`src/rtl/bus_master_if.sv`:
```
// Bus-master front end: takes one burst command, requests the bus, issues beats while granted, then releases for one cycle.
// Optional grant-wait timeout with err output when BUS_MASTER_TIMEOUT_EN is defined.
module bus_master_if #(
  parameter int AW      = 8,
  parameter int DW      = 8,
  parameter int LW      = 4,
  parameter int TIMEOUT = 15
) (
  input  logic          clk,
  input  logic          reset,
  input  logic          cmd_valid,
  output logic          cmd_ready,
  input  logic          cmd_wr,
  input  logic [AW-1:0] cmd_addr,
  input  logic [LW-1:0] cmd_len,
  input  logic [DW-1:0] wr_data,
  output logic          wr_data_pop,
  output logic [DW-1:0] rd_data,
  output logic          rd_valid,
  output logic          done,
  output logic          M_req,
  input  logic          M_grant,
  output logic          M_wr,
  output logic [AW-1:0] M_addr,
  output logic [DW-1:0] M_wdata,
  input  logic [DW-1:0] M_rdata
`ifdef BUS_MASTER_TIMEOUT_EN
  ,
  output logic          err
`endif
);

  localparam logic [1:0] IDLE = 2'd0;
  localparam logic [1:0] BUS  = 2'd1;
  localparam logic [1:0] REL  = 2'd2;

  logic [1:0]    state;
  logic          wr_reg;
  logic [AW-1:0] addr_reg;
  logic [LW-1:0] remaining;
  logic          beat;
  logic          timeout_hit;

  assign beat        = (state == BUS) && M_grant;
  assign cmd_ready   = (state == IDLE);
  assign M_req       = (state == BUS);
  assign done        = (state == REL);
  assign M_wr        = beat && wr_reg;
  assign wr_data_pop = beat && wr_reg;
  assign M_addr      = beat ? addr_reg : '0;
  assign M_wdata     = (beat && wr_reg) ? wr_data : '0;
  // Slave data arrives the cycle after the address beat; rd_valid is the registered marker for it.
  assign rd_data     = rd_valid ? M_rdata : '0;

  always_ff @(posedge clk) begin
    if (reset) begin
      state     <= IDLE;
      wr_reg    <= 1'b0;
      addr_reg  <= '0;
      remaining <= '0;
      rd_valid  <= 1'b0;
    end else begin
      rd_valid <= beat && !wr_reg;
      case (state)
        IDLE: begin
          if (cmd_valid) begin
            wr_reg    <= cmd_wr;
            addr_reg  <= cmd_addr;
            remaining <= cmd_len;
            state     <= BUS;
          end
        end
        BUS: begin
          if (beat) begin
            addr_reg  <= addr_reg + {{(AW-1){1'b0}}, 1'b1};
            remaining <= remaining - {{(LW-1){1'b0}}, 1'b1};
            if (remaining == '0) state <= REL;
          end else if (timeout_hit) begin
            state <= REL;
          end
        end
        REL:     state <= IDLE;
        default: state <= IDLE;
      endcase
    end
  end

`ifdef BUS_MASTER_TIMEOUT_EN
  localparam int CW = $clog2(TIMEOUT + 1);

  logic [CW-1:0] wait_cnt;
  logic          started;

  // Only the wait for the first grant of a burst is bounded; later grant gaps are tolerated.
  assign timeout_hit = (state == BUS) && !started && !M_grant &&
                       (wait_cnt == CW'(TIMEOUT - 1));

  always_ff @(posedge clk) begin
    if (reset) begin
      wait_cnt <= '0;
      started  <= 1'b0;
      err      <= 1'b0;
    end else begin
      err <= timeout_hit;
      if (state != BUS) begin
        wait_cnt <= '0;
        started  <= 1'b0;
      end else if (beat) begin
        wait_cnt <= '0;
        started  <= 1'b1;
      end else if (!started) begin
        wait_cnt <= wait_cnt + {{(CW-1){1'b0}}, 1'b1};
      end
    end
  end
`else
  // Without the timeout build the master waits for grant indefinitely.
  assign timeout_hit = (TIMEOUT < 0);
`endif

endmodule

```
`config.mk`:
```
export PLATFORM = sky130hd
export DESIGN_NAME = bus_master_if
export DESIGN_NICKNAME = d
export VERILOG_FILES = /design/src/rtl/bus_master_if.sv
export SDC_FILE = /design/constraint.sdc
export NUM_CORES = 1
export LEC_CHECK = 0
export ABC_AREA = 0
export BUFFER_PORTS_ARGS = -buffer_cell sky130_fd_sc_hd__buf_2
export CORE_MARGIN = 1.5
export CORE_UTILIZATION = 38
export DETAILED_ROUTE_END_ITERATION = 10
export GPL_ROUTABILITY_DRIVEN = 0
export PLACE_DENSITY = 0.74
export SLEW_MARGIN = 25
export SYNTH_ARGS = -nofsm -noshare
export SYNTH_HDL_FRONTEND = slang
export SYNTH_SLANG_ARGS = --single-unit
```
`constraint.sdc`:
```
create_clock -name clk -period 1.5 [get_ports clk]
set_input_delay 0.375 -clock clk [delete_from_list [all_inputs] [get_ports clk]]
set_output_delay 0.375 -clock clk [all_outputs]
set_load 0.01 [all_outputs]
```
# Yosys cells after proc, flatten, opt, wreduce, memory -nomap -nowiden
# Index checks and enable logic that the tools add are counted.
[word_totals] regBits=16 latch_bits=0 ram_bits=0 rom_bits=0 input_bits=33 wordCells=35 n_memories=0
[classes] n_addsub=2 mul=0 n_div=0 magnitude_cmp=0 eq_ne=5 shift=0 n_mux=13 n_bitwise=0 reduce_logical=10
[ops] operator="8-bit two-way mux" n=5
[ops] operator="8-bit one-hot mux with 2 select lines" n=1
[ops] operator="8-bit by 1-bit adder with 8-bit output (second input constant)" n=1
[ops] operator="4-bit two-way mux" n=2
[ops] operator="4-bit one-hot mux with 2 select lines" n=1
[ops] operator="2-bit two-way mux" n=3
[ops] operator="3-bit AND reduction" n=2
[ops] operator="4-bit logical NOT" n=1
[ops] operator="2-bit by 1-bit inequality test with 1-bit output (second input constant)" n=2
[ops] operator="2-bit one-hot mux with 2 select lines" n=1
[ops] operator="4-bit by 1-bit subtractor with 4-bit output (second input constant)" n=1
[ops] operator="1-bit logical AND" n=3
[ops] operator="2-bit by 1-bit == test with 1-bit output (second input constant)" n=1
[ops] operator="2-bit == test (second input constant)" n=1
[ops] operator="2-bit logical NOT" n=1
[ops] operator="2-bit inequality test (second input constant)" n=1
[ops] operator="2-bit AND reduction" n=1
[ops] operator="2-bit nonzero test" n=1
[ops] operator="1-bit logical NOT" n=1

# Logic depth before layout (Yosys ltp)
[logic_depth] word_depth=4 depth_mapped=6 mapped_depth_nobuf=6

# Worst setup path after synthesis
# Ideal clock, no wire load.
[synth_path] kind="reg-to-output" start="register state[0]" end="output wr_data_pop" t_arrival_ps=1252 required_time_ps=1125 slack_ps=-127 stages_incl_launch_ff=5 cell_sequence="dfxtp_1 -> and3b_4 -> clkbuf_1 -> and2_1 -> buf_4"
[synth_between] elab_chain_len=3
[synth_lines] item="start, declared" line="37" text="logic [1:0] state;"
[synth_lines] item="start signal, assigned" line="57" text="state <= IDLE;"
[synth_lines] item="start signal, assigned" line="70" text="state <= BUS;"
[synth_lines] item="start signal, assigned" line="77" text="if (remaining == '0) state <= REL;"
[synth_lines] item="2-bit by 1-bit == test with 1-bit output" line="44" text="assign beat = (state == BUS) && M_grant;"
[synth_lines] item="1-bit logical AND" line="44"
[synth_lines] item="1-bit logical AND"
[synth_lines] item="end, declared" line="17" text="output logic wr_data_pop,"
# Every way passes these cells.

# Worst setup path in the final report
[layout_path] start="register state[1]" end="output M_wdata[1]"
[layout_between] elab_chain_len=4
[layout_lines] item="2-bit by 1-bit == test with 1-bit output" line="44"
[layout_lines] item="1-bit logical AND" line="44"
[layout_lines] item="1-bit logical AND" line="51" text="assign M_wdata = (beat && wr_reg) ? wr_data : '0;"
[layout_lines] item="8-bit two-way mux" line="51"
[layout_lines] item="end, declared" line="25" text="output logic [DW-1:0] M_wdata,"
# Every way passes these cells.

==> flow_metrics.py <==
metrics = {
    "status": {
        "status": "finished, violations left",
        "violations": "setup timing",
    },
    "detailed_routing": {
        "drc": 0,
        "vias": 1268,
        "routed_via_density": 5.31,
        "drt-initial-drc-count": 29,
        "drtPass1Iterations": 4,
        "wl_per_cell_um": 12.1,
        "drt_wl_total_um": 2900,
        "drtAntennaViolNets": 0,
    },
    "worst_setup_path": {
        "crit_path_start_kind": "flip-flop",
        "endpoint_kind": "output port",
        "slowest_delay_ns": 0.34,
        "cp_num_buf_inv": 2,
        "criticalPathCategory": "reg -> out",
        "crit_fanout": 10,
        "worst_path_dominant_cell_family": "simple AND/OR/NAND/NOR gates",
        "crit_arrival_ns": 1.36,
        "slowest_stage": "dfxtp_2",
        "path_cells": "and3b_4 > buf_12 > and3_1 > buf_2",
        "critPathRequiredTime_ns": 1.12,
    },
    "floorplan": {
        "rows": 19,
        "io-pin-count": 63,
        "die_height_um": 56.7,
        "die_w_um": 56.7,
        "die_area_mm2": 0.00322,
        "coreArea_mm2": 0.00276,
        "start_util": 0.398,
    },
    "global_routing": {
        "grt_first_pass_wirelength_um": 4390,
        "grt_overflow": 0,
        "grt_max_degree": 20,
        "grt_pass1_vias": 1066,
        "grtUsageTotal": 0.169,
        "antenna_found_initial": 0,
    },
    "finish": {
        "diodes": 0,
        "largest_reg_flops": 8,
        "syn_to_final_growth_pct": 53.1,
        "drive_above_1_share": 0.510,
        "nNetsFinal": 244,
        "fill_cells": 243,
        "stdcell_count": 239,
    },
    "power": {
        "switchingPower_w": 0.000412,
        "power_frac_comb": 0.357,
        "p_leak_nw": 0.838,
        "clkPwrFrac": 0.240,
        "pwr-share-seq": 0.402,
        "p_per_area_mw_per_mm2": 756,
        "swShare": 0.324,
        "peakVddDrop_mv": 0.608,
        "p_int_w": 0.000858,
    },
    "sta": {
        "fin_crit_sh": 1.16,
        "slew_headroom": 0.745,
        "clock.fmax_ghz": 0.577,
        "rsz0062_at_grt": "true",
        "clock_skew_ns": 0.00700,
        "hold_ws_ns": 0.310,
        "drv_slew": 0,
        "finalSetupTns_ns": -3.85,
        "finalSetupViolations": 18,
        "finalWorstSetupSlack_ns": -0.233,
        "tightest_slew_ns": 0.383,
        "hold_viol_final": 0,
        "min_period_ns": 1.73,
    },
    "synth": {
        "ys_top_cells_by_count": "and2_1, dfxtp_1, a21oi_1, and3_1, nand2_1",
        "synthFlopType": "dfxtp_1",
        "synthArstFlopShare": 0,
        "syn_area_mm2": 0.00110,
        "synth_top_area_share": 0.292,
        "yosys.area.top_type": "dfxtp_1",
        "yosysMostFrequentCell": "and2_1",
        "postSynthCellCount": 136,
        "synth_area_leaders": "dfxtp_1, and2_1, and3_1",
        "ys_types": 39,
        "yosysSeqAreaShare": 0.292,
        "synth_edf_count": 0,
        "syn-num-nets": 171,
        "ys_ff_latch": 16,
        "synth_warnings": 0,
        "synth.avg_cell_area_um2": 8.07,
    },
    "clock_network": {
        "cts_tree": "done",
        "cts_max_path_buffers": 2,
        "cts_hold_buffers": 0,
        "cts_root_buf": "clkbuf_4",
        "cts.sinks": 16,
        "cts_buffers": 3,
        "cts-htree-levels": 1,
        "insertion_delay_ns": 0.31,
        "clk_pin_slew_ns": 0.10,
    },
    "placement": {
        "placed_cells_incl_taps": 231,
        "io_buffer_count": 62,
        "place.detailed.hpwl_um": 2090,
    },
    "run": {
        "maxCapViolCount": 0,
    },
    "worst_hold_path": {
        "hold_class": "in -> reg",
    },
}
cells by family (layout without fill, tap and decap cells):
kind of cell | Yosys count | in the layout | share of synthesized area
AOI/OAI and AO/OA | 33 | 33 | 0.216
adders and majority gates | 2 | 2 | 0.0228
buffers and inverters | 15 | 87 | 0.0718
DFF | 16 | 16 | 0.292
muxes | 2 | 2 | 0.0182
and+or+nand+nor | 68 | 68 | 0.380
layout make-up:
type / instances / area [um^2] / area share
Clock buffer: 4 / 36.3 / 0.0216
Inverter: 4 / 17.5 / 0.0104
Multi-Input combinational cell: 105 / 756 / 0.450
Sequential cell: 16 / 327 / 0.194
Tap cell: 31 / 38.8 / 0.0231
Timing Repair Buffer: 79 / 505 / 0.301
repair_timing:
item | in CTS | in global routing
setup buffers | 0 | 3
resized for setup | 6 | 18
pin swaps | 0 | 1
cloned | 0 | 1
endpoints found under the setup margin | 19 | 25
worst paths after layout:
kind / endpoint / slack, ns / startpoint / cells past startpoint
setup / recovery: M_wdata[1] / -0.23 / state[1] / 4
hold / removal: wr_reg / 0.31 / cmd_wr / 3
setup reg to reg: remaining[0] / 0.03 / state[1] / 5
hold reg to reg: remaining[1] / 0.49 / remaining[1] / 2
metal layers:
metal	GRT usage	part of all wire	up-vias
met3	0.0230	0.083	6
met2	0.316	0.48	60
met1	0.190	0.42	574
li1	-	-	628
met5	0	0	-
met4	0.0698	0.013	0
worst reg2reg max path, cell delays in order (launching register included):
cell	delay (ns)
dfxtp_2	0.34
buf_4	0.15
nor3b_4	0.19
or2_1	0.35
o21ai_2	0.11
a221oi_2	0.27
per-stage QoR:
stage | utilization | instance area (um^2) | setup WS [ns] | total power [W]
after floorplan | - | 1100 | 0.0199 | 0.000755
after CTS | 0.573 | 1580 | -0.233 | 0.00121
after detailed placement | 0.552 | 1520 | 0.00211 | 0.000910
final | 0.609 | 1680 | -0.233 | 0.00127
after global routing | 0.609 | 1680 | -0.311 | 0.00135
after global placement | 0.552 | 1520 | 0.0144 | 0.000903
cells in the final DEF, fill, tap and decap left out, drive strengths merged, types with 4 or more instances in the layout:
| master | instances |
|---|---|
| buf | 79 |
| o21ai | 6 |
| nor2 | 9 |
| inv | 4 |
| and2 | 18 |
| nand2b | 4 |
| a21oi | 11 |
| clkbuf | 4 |
| and3 | 11 |
| nand2 | 9 |
| dfxtp | 16 |
power groups by stage:
stage                     clock [W]  combinational (W)  sequential [W]
after global routing       0.000336           0.000497        0.000519
after detailed placement          0           0.000393        0.000517
after CTS                  0.000300           0.000399        0.000508
after floorplan                   0           0.000248        0.000507
after global placement            0           0.000387        0.000516
final                      0.000305           0.000454        0.000511
No activity file was read; power rests on OpenSTA's default activity.
